===== src/rtl/particle_bank.sv =====
// Six-entry particle store (position/velocity) with a written-mask and a
// ready/valid readout sweep that presents entries 0..5 once per start.
module particle_bank #(
  parameter int DATA_W = 16
) (
  input  logic              clk_P,
  input  logic              reset,
  input  logic              wr_en,
  input  logic [2:0]        wr_addr,
  input  logic [DATA_W-1:0] wr_x,
  input  logic [DATA_W-1:0] wr_v,
  input  logic              start,
  input  logic              rd_ready,
  output logic              rd_valid,
  output logic [2:0]        rd_addr,
  output logic [DATA_W-1:0] rd_x,
  output logic [DATA_W-1:0] rd_v,
  output logic              full,
  output logic              sweep_done,
  output logic              wr_err
);

  localparam int          NUM_ENT = 6;
  localparam logic [2:0]  LAST    = 3'd5;

  typedef enum logic [1:0] {IDLE, READ, DONE} state_t;

  state_t            state, state_nxt;
  logic [DATA_W-1:0] mem_x [NUM_ENT];
  logic [DATA_W-1:0] mem_v [NUM_ENT];
  logic [5:0]        mask, mask_nxt;
  logic              wr_ok;
  logic [2:0]        idx, idx_nxt, idx_inc;
  logic              valid_nxt, done_nxt;
  logic [2:0]        addr_nxt;
  logic [DATA_W-1:0] x_nxt, v_nxt;

  assign wr_ok    = wr_en && (wr_addr < 3'd6);
  assign mask_nxt = mask | (wr_ok ? (6'b000001 << wr_addr) : 6'b000000);
  assign idx_inc  = idx + 3'd1;

  // Storage is data-only and deliberately left out of reset.
  always_ff @(posedge clk_P) begin
    if (wr_ok) begin
      mem_x[wr_addr] <= wr_x;
      mem_v[wr_addr] <= wr_v;
    end
  end

  always_comb begin
    state_nxt = state;
    idx_nxt   = idx;
    valid_nxt = rd_valid;
    addr_nxt  = rd_addr;
    x_nxt     = rd_x;
    v_nxt     = rd_v;
    done_nxt  = 1'b0;
    case (state)
      IDLE: begin
        if (start && full) begin
          state_nxt = READ;
          idx_nxt   = 3'd0;
          valid_nxt = 1'b1;
          addr_nxt  = 3'd0;
          x_nxt     = mem_x[0];
          v_nxt     = mem_v[0];
        end
      end
      READ: begin
        if (rd_valid && rd_ready) begin
          if (idx < LAST) begin
            idx_nxt  = idx_inc;
            addr_nxt = idx_inc;
            x_nxt    = mem_x[idx_inc];
            v_nxt    = mem_v[idx_inc];
          end else begin
            state_nxt = DONE;
            valid_nxt = 1'b0;
            done_nxt  = 1'b1;
          end
        end
      end
      DONE:    state_nxt = IDLE;
      default: state_nxt = IDLE;
    endcase
  end

  // full tracks the mask including this edge's write, so it rises with the sixth entry.
  always_ff @(posedge clk_P or posedge reset) begin
    if (reset) begin
      state      <= IDLE;
      idx        <= 3'd0;
      mask       <= 6'd0;
      full       <= 1'b0;
      wr_err     <= 1'b0;
      rd_valid   <= 1'b0;
      rd_addr    <= 3'd0;
      rd_x       <= '0;
      rd_v       <= '0;
      sweep_done <= 1'b0;
    end else begin
      state      <= state_nxt;
      idx        <= idx_nxt;
      mask       <= mask_nxt;
      full       <= &mask_nxt;
      if (wr_en && !wr_ok)
        wr_err   <= 1'b1;
      rd_valid   <= valid_nxt;
      rd_addr    <= addr_nxt;
      rd_x       <= x_nxt;
      rd_v       <= v_nxt;
      sweep_done <= done_nxt;
    end
  end

endmodule


===== config.mk =====
export PLATFORM = sky130hd
export DESIGN_NAME = particle_bank
export DESIGN_NICKNAME = d
export VERILOG_FILES = /design/src/rtl/particle_bank.sv
export SDC_FILE = /design/constraint.sdc
export NUM_CORES = 1
export LEC_CHECK = 0
export CAP_MARGIN = 20
export CORE_MARGIN = 2
export CORE_UTILIZATION = 62
export CTS_BUF_LIST = sky130_fd_sc_hd__clkbuf_16
export DETAILED_ROUTE_END_ITERATION = 8
export PLACE_DENSITY = 0.84
export SETUP_SLACK_MARGIN = 0.02
export SLEW_MARGIN = 20
export SYNTH_ARGS = -nofsm -noshare
export SYNTH_HDL_FRONTEND = slang
export SYNTH_SLANG_ARGS = --single-unit

===== constraint.sdc =====
create_clock -name clk_P -period 5.8 [get_ports clk_P]
set_input_delay 1.16 -clock clk_P [delete_from_list [all_inputs] [get_ports clk_P]]
set_output_delay 1.16 -clock clk_P [all_outputs]
set_load 0.03 [all_outputs]

==> metrics.txt, run 1 <==
post-synth top area share 59.6%; DRT antenna net count 0; Root Buffer clkbuf_16; clock buffer depth 3; clock tree from TritonCTS done; simple-gate share of the synthesized area 1.83%; async set-reset flop share out of synthesis 19.7%; HP Start mask[5]$_DFF_PP0_; maximum clock frequency between 0.2 and 0.3 GHz; synth warn 0; kind of critical path register to output port; Finish-stage setup viols 0; GR Layer Usage met1 a little over a third; routed wire length 20.1 mm; GR Overflow Total 0; commonest non-fill, non-tap cell in the layout edfxtp_1; clock sink count 239; hold endpoint mask[5]$_DFF_PP0_; CTS clk-pin slew, worst paths about 0.060 ns; Worst Path Max Fanout 38; average size of a mapped cell approximately 19 µm²; r2r worst-path depth 7; Global Route met3 Usage under 10%; Hold WC Path Type register to register; Starting Density 63.6%; first-pass GRT wire length just over 30 mm; run status finished clean; CP cell instances buf_4 > clkdlybuf4s50_1; Mapped Area a little under 10000 µm²; fin crit period approximately 3.4 ns; Placer Congestion ~0.73; Yosys cell types 34; flop-to-flop setup slack 2.66 ns; Pleak a little over 4 nW; CTS resizes 0; Setup Skew 0.00963 ns; via count 5101; Arr. time, crit path 2.24 ns; Final TNS setup 0 ns; reg2reg end rd_v[0]$_DFFE_PP0P_; Startpoint Class register; final non-filler cell total about 800; Final nets between 600 and 700; Post-synth EDFFs 192; busiest metal layer after global routing met2; Hold Path Stages 1; clock buffer count from CTS 23; largest net degree at the start of global routing 66; Clk Latency, worst-skew pair 0.51 ns; Req. time, crit path between 4 and 5 ns; Worst Max-Slew Pin Slew 0.949 ns; Slowest Stage Delay on Critical Path 0.80 ns; worst rel slew slack 36.7%; Mapped Cells ~500; vias per std cell around 6.4; maximum vdd drop between 0.4 and 0.5 mV; DRT iter0 DRCs 443; Power Density between 500 and 600 nW/µm²; Buffers on Ports between 70 and 80; Final Hold Viols 0; Post-CTS Setup Bufs 0; number of instances in the placed design ~760; post-synthesis compound-gate area fraction 4.44%; Reg-to-Reg Start idx[0]$_DFFE_PP0P_; Die H between 100 and 150 µm; post-synthesis adder-cell area fraction less than 1%; share of layout cells above drive strength 1 between 20% and 30%; slowest stage cell on the critical path clkdlybuf4s50_1; syn_nets 548; Die X-Extent about 130 µm; H-tree depth reported by CTS 1; Core Footprint between 15000 and 20000 µm²; RSZ-0062 raised after global routing false; xor-xnor portion of the synthesized cell area less than 1%; met2 usage between 40% and 50%; Synth area leaders edfxtp_1 60%, dfrtp_1 12%, mux4_2 7.5%; ANT cells 0; # IOs roughly 80; vias in the first global route 5412; dominant synthesized flop cell edfxtp_1; Hold-fix buffers, CTS 0; Final Slew Violations 0; fin crit share 58.6%; all-layer global routing usage 25.3%; Avg WL per Cell ~25 µm; largest family of logic cells by synthesized area multiplexers; #FFs+latches synth between 200 and 250; endpoint class of the critical path output port; die area between 15000 and 20000 µm²; Layout area overhead 18.8%; Synth area leader edfxtp_1; DRC 0; register area share after synthesis 71.8%; Pre-antenna DRT Iters 4; mux contribution to synthesized area between 10% and 20%; Post-DP HPWL ~11 mm; Rows 45; antenna violations before repair 0; maxcap violations 0; most frequent cells in the layout 192 x edfxtp_1, 78 x clkdlybuf4s50_1, 46 x dfrtp_1
==> worst max path at each step <==
| stage | startpoint | to | slack [ns] | depth (start not counted) |
|---|---|---|---|---|
| 2_1_floorplan | wr_addr[2] | full$_DFF_PP0_ | 0.34 | 4 |
| 3_3_place_gp | wr_addr[2] | full$_DFF_PP0_ | 2.50 | 5 |
| 3_5_place_dp | wr_addr[2] | full$_DFF_PP0_ | 2.42 | 5 |
| 4_1_cts | idx[0]$_DFFE_PP0P_ | rd_addr[0] | 2.34 | 2 |
| 5_1_grt | idx[0]$_DFFE_PP0P_ | rd_addr[0] | 2.26 | 2 |
| 6_report | idx[0]$_DFFE_PP0P_ | rd_addr[0] | 2.40 | 2 |
==> area by class of cell <==
class                      instances  area, µm²
sequential                       239       6940
fill                             863       3720
timing repair buffer              91        911
tap                              188        235
inverter                           2       8.76
clock buffer                      23        576
multi-input combinational        237       2640
clock inverter                    19        170
==> layer usage <==
metal / vias up / part of all wire (%)
met1: 2682 / 41
met2: 198 / 50
li1: 2190 / -
met5: - / 0
met3: 31 / 6.1
met4: 0 / 2.3
==> power by group <==
group          switching (mW)  internal, mW
Sequential              0.107          2.04
Combinational            1.22          1.15
Clock                   0.618         0.857
==> stage by stage <==
step | utilization, % | total power, mW | setup WS, ns | hold slack, ns | cell area [µm²]
after global placement | 70.3 | 4.45 | 2.50 | 0.445 | 10700
after floorplan | - | 3.88 | 0.344 | 0.426 | 9670
after CTS | 75.2 | 6.01 | 2.34 | 0.479 | 11400
final | 75.5 | 6.00 | 2.40 | 0.482 | 11500
after detailed placement | 70.3 | 4.52 | 2.42 | 0.449 | 10700
after global routing | 75.5 | 6.24 | 2.26 | 0.498 | 11500
==> synthesized netlist by cell type, types with 2 or more instances <==
cell and n:
and4b_1 2, and3_1 2, buf_6 6, mux2_2 5
mux2i_1 32, buf_2 14, or2_2 6, nand2b_1 3
o21ai_0 36, dfrtp_1 47, mux2_1 17, mux2_4 42
nand2_1 2, clkbuf_1 9, edfxtp_1 192, o31ai_1 2
o21ai_1 35, inv_1 2, nor2_1 4, nor4bb_1 3
a21oi_1 2, mux4_2 32
==> cells by family after synthesis <==
kind of cell,Yosys count
compound gates,80
xor+xnor,1
fa+ha+maj,1
buf+inv,31
flops,239
mux,128
simple gates,27
==> state kept, by name, summed over array words and instances, names as in the netlist, 2 cells and up <==
register,flops
mem_v,96
rd_v,16
idx,3
state,2
mem_x,96
mask,6
rd_x,16
==> critical path, delay by kind of cell, from the launching register on <==
kind / cells / cell delay (ns)
buf+inv: 2 / 1.39
flops: 1 / 0.34
No activity file was read; power rests on OpenSTA's default activity.
==> run 2, diff against run 1 <==
- CORE_UTILIZATION: 62 -> 58
- PLACE_DENSITY: 0.84 -> 0.8
- clock period: 5.8 -> 3.16 ns (I/O delays scaled with it)
==> run 2 against run 1 <==
Net effect: first-iteration DRC count down 4.3%; sequential share of layout area down 0.40 points; design area up 0.66%; critical path type unchanged.
==> metrics.txt, run 2 (synthesis results as in run 1) <==
Hold WC Path Type primary input to asynchronous set/reset pin; Buffers on Ports between 70 and 80; Power Density approximately 930 nW/µm²; CTS resizes 0; commonest non-fill, non-tap cell in the layout edfxtp_1; met2 usage 39.4%; most frequent cells in the layout 192 x edfxtp_1, 78 x clkdlybuf4s50_1, 46 x dfrtp_1; Layout area overhead 19.6%; fin crit period just under 3 ns; Avg WL per Cell around 23 µm; fin crit share just over 90%; CTS clk-pin slew, worst paths roughly 0.060 ns; Post-DP HPWL 10.9 mm; Clk network pwr share a little under a quarter; switching share of power about 32%; P_sw about 3.4 mW; # IOs 79; Die H roughly 130 µm; clock buffer count from CTS 24; vias per std cell between 5 and 6; Die X-Extent approximately 130 µm; crit path from idx[0]$_DFFE_PP0P_; kind of critical path register to output port; maxcap violations 0; Finish-stage setup viols 0; worst rel slew slack 44.9%; Startpoint Class register; Hold-fix buffers, CTS 0; endpoint class of the critical path output port; Rows 47; clock tree from TritonCTS done; DRT antenna net count 0; maximum vdd drop between 0.6 and 0.7 mV; combinational power share 39.6%; Power, Total between 10 and 15 mW; all-layer global routing usage between 20% and 30%; antenna violations before repair 0; maximum clock frequency between 0.3 and 0.4 GHz; clock buffer depth 3; Final nets between 600 and 700; GR Layer Usage met1 28.4%; busiest metal layer after global routing met2; Starting Density between 50% and 60%; Pre-antenna DRT Iters 4; Worst Max-Slew Pin Slew between 0.8 and 0.9 ns; Internal between 7 and 8 mW; Root Buffer clkbuf_16; Pleak approximately 4.2 nW; Arr. time, crit path around 2.3 ns; clock sink count 239; H-tree depth reported by CTS 1; Core Footprint 16500 µm²; Req. time, crit path about 2.5 ns; vias in the first global route about 5300; sequential power share 36.9%; DRC 0; routed wire length ~19 mm; GR Overflow Total 0; Worst Path Max Fanout 37; leading registers by flop count mem_v x96, mem_x x96; DRT iter0 DRCs around 420; flop-to-flop setup slack 0.59 ns; Final Slew Violations 0; Setup Skew ~0.011 ns; share of layout cells above drive strength 1 a little under a quarter; Reg-to-Reg Start idx[1]$_DFFE_PP0P_; Final TNS setup 0 ns; Final Hold Viols 0; Placer Congestion roughly 0.76; Clk Latency, worst-skew pair between 0.5 and 0.6 ns; run status finished clean; first-pass GRT wire length about 30 mm; Post-CTS Setup Bufs 0; largest net degree at the start of global routing 38; via count approximately 5000; ANT cells 0; RSZ-0062 raised after global routing false; Global Route met3 Usage around 3.8%; die area about 18000 µm²
==> run 2: power by group through the flow <==
stage / Clock, mW / Sequential (mW) / Combinational (mW)
after detailed placement: 0 / 4.01 / 4.27
after global routing: 2.69 / 3.99 / 4.51
after global placement: 0 / 4.00 / 4.17
final: 2.52 / 3.96 / 4.25
after floorplan: 0 / 4.41 / 2.72
after CTS: 2.57 / 3.96 / 4.30
==> run 2: per-stage QoR <==
step	hold slack, ns	setup slack (ns)	util [%]	instances	instance area, µm²
after floorplan	0.426	0.729	-	507	9730
after global placement	0.439	0.612	65.9	794	10900
after detailed placement	0.437	0.531	65.9	794	10900
after CTS	0.437	0.141	70.2	838	11600
after global routing	0.451	0.0704	70.2	838	11600
final	0.441	0.211	70.2	838	11600
==> run 2: layout make-up <==
class,instances,area (µm²)
Timing Repair Buffer,96,978
Tap cell,220,275
Inverter,2,7.51
Clock buffer,25,626
Fill cell,1017,4910
Multi-Input combinational cell,237,2650
Clock inverter,19,81.3
Sequential cell,239,6940
==> run 2: path summary, 6_finish.rpt <==
kind,end,cells past startpoint
worst min register to register,mask[5]$_DFF_PP0_,1
worst max register to register,rd_x[13]$_DFFE_PP0P_,6
worst max-delay path,rd_addr[0],2
min in group clk_P,mask[5]$_DFF_PP0_,1
max in group asynchronous,rd_x[4]$_DFFE_PP0P_,3
worst min-delay path,rd_v[2]$_DFFE_PP0P_,2
==> run 2: routing by layer <==
layer,up-vias,routed length [µm],share of wire (%)
li1,2211,-,-
met1,2554,7720,40
met2,173,9960,52
met3,49,949,5.0
met4,0,512,2.7
met5,-,0,0
==> run 2: critical path: stages (launching register included) <==
cell,delay (ns)
dfrtp_2,0.39
buf_4,0.60
clkdlybuf4s50_1,0.80
==> run 3, diff against run 2 <==
- CELL_PAD_IN_SITES_DETAIL_PLACEMENT: not set -> 0
- CELL_PAD_IN_SITES_GLOBAL_PLACEMENT: not set -> 1
- CORE_UTILIZATION: 58 -> 40
- PLACE_DENSITY: 0.8 -> not set
- PLACE_DENSITY_LB_ADDON: not set -> 0.1
==> run 3 against run 2 <==
Net effect: setup slack better by 0.37 ns; design area up 3.3%; sequential power about the same; non-clock buffer count up 4; total power up 7.5%; maximum frequency up 14%; critical endpoint is now rd_v[7]$_DFFE_PP0P_.
==> metrics.txt, run 3 (synthesis results as in run 1) <==
CTS clk-pin slew, worst paths about 0.06 ns; run status finished clean; worst rel slew slack between 50 and 60%; largest net degree at the start of global routing ~40; maxcap violations 0; die area 25400 µm²; fin crit period 2.58 ns; endpoint class of the critical path register; Final Slew Violations 0; CTS resizes 0; Slowest Stage Delay on Critical Path slightly above 0.5 ns; Rows between 50 and 60; clock buffer count from CTS 27; most frequent cells in the layout 192 x edfxtp_1, 78 x clkdlybuf4s50_1, 46 x dfrtp_1; CP cell instances ha_4 > buf_12 > mux2_4 > mux4_2 > mux2i_1 > o21ai_1; Hold WC Path Type primary input to asynchronous set/reset pin; Hold-fix buffers, CTS 0; fin crit share 81.7%; clock sink count approximately 240; H-tree depth reported by CTS 1; Clk Latency, worst-skew pair ~0.53 ns; maximum vdd drop between 0.4 and 0.5 mV; commonest non-fill, non-tap cell in the layout edfxtp_1; vias in the first global route approximately 5500; all-layer global routing usage between 10% and 20%; Post-DP HPWL approximately 12 mm; Layout area overhead 23.5%; Finish-stage setup viols 0; first-pass GRT wire length between 30 and 40 mm; Req. time, crit path between 3 and 4 ns; via count roughly 5000; Reg-to-Reg Start idx[0]$_DFFE_PP0P_; DRT antenna net count 0; Startpoint Class register; final non-filler cell total ~950; clock buffer depth 3; routed wire length ~21 mm; final core utilization approximately half; DRT iter0 DRCs around 270; antenna violations before repair 0; Final Hold Viols 0; Final TNS setup 0 ns; Power, Total ~12 mW; Worst Path Max Fanout 23; Die X-Extent between 150 and 200 µm; Final nets 648; maximum clock frequency about 0.39 GHz; Pre-antenna DRT Iters 4; Setup Skew about 0.012 ns; Post-CTS Setup Bufs 0; Core Footprint roughly 24000 µm²; Arr. time, crit path 2.98 ns; leading registers by flop count mem_v x96, mem_x x96; Die H between 150 and 200 µm; Buffers on Ports between 70 and 80; Root Buffer clkbuf_16; DRC 0; Pleak roughly 4.3 nW; GR Overflow Total 0; slowest stage cell on the critical path dfrtp_2; Power Density a little under 1000 nW/µm²; Multi-input gate area 2650 µm²; vias per std cell ~5.3; # IOs between 70 and 80; crit path from idx[0]$_DFFE_PP0P_; Starting Density 40.9%; Placer Congestion about 0.73; Worst Max-Slew Pin Slew a little under 0.7 ns; Filler Cells Inserted approximately 2000; RSZ-0062 raised after global routing false; register area around 6900 µm²; Avg WL per Cell about 23 µm; number of instances in the placed design between 800 and 900; kind of critical path register to register; share of layout cells above drive strength 1 25.5%; clock tree from TritonCTS done
[run 3: metrics by stage]
stage	setup WS (ns)	hold WS (ns)	cell area, µm²
6_report	0.577	0.435	11900
5_1_grt	0.498	0.438	11900
4_1_cts	0.576	0.446	11900
3_5_place_dp	0.571	0.444	11000
3_3_place_gp	0.593	0.443	11000
2_1_floorplan	0.729	0.426	9730
[run 3: layout make-up]
cell class                      instances  share of cell area, %
Clock inverter                         23                   1.96
Sequential cell                       239                   58.1
Timing Repair Buffer                  100                   8.65
Tap cell                              319                   3.34
Antenna cell                            1                 0.0210
Inverter                                2                 0.0629
Clock buffer                           27                   5.66
Multi-Input combinational cell        237                   22.2
[run 3: critical path: cells and delay by family, from the launching register on]
family,cells,cell delay (ns)
muxes,3,1.07
DFF,1,0.51
adders and majority gates,1,0.50
buffers and inverters,1,0.26
AOI/OAI and AO/OA,1,0.09
[run 3: routing by layer]
layer	share of wire [%]	GRT usage [%]	vias to the layer above
met5	0	0	-
met4	1.2	3.64	0
met3	3.8	2.74	29
met2	50	29.2	118
met1	45	23.3	2613
li1	-	-	2224
[run 3: final timing paths]
path | cells after the start | end | slack (ns)
worst max register to register | 6 | rd_v[7]$_DFFE_PP0P_ | 0.58
worst min register to register | 1 | mask[5]$_DFF_PP0_ | 0.46
max in group asynchronous | 3 | idx[0]$_DFFE_PP0P_ | 2.04
worst min-delay path | 2 | rd_x[8]$_DFFE_PP0P_ | 0.43
min in group clk_P | 1 | mask[5]$_DFF_PP0_ | 0.46
worst max-delay path | 6 | rd_v[7]$_DFFE_PP0P_ | 0.58
[run 3: power breakdown]
part	internal (mW)	total, mW	leakage (nW)	switching [mW]
clock	1.96	3.17	0.458	1.21
combinational	2.17	4.39	1.55	2.22
sequential	3.75	3.98	2.29	0.225
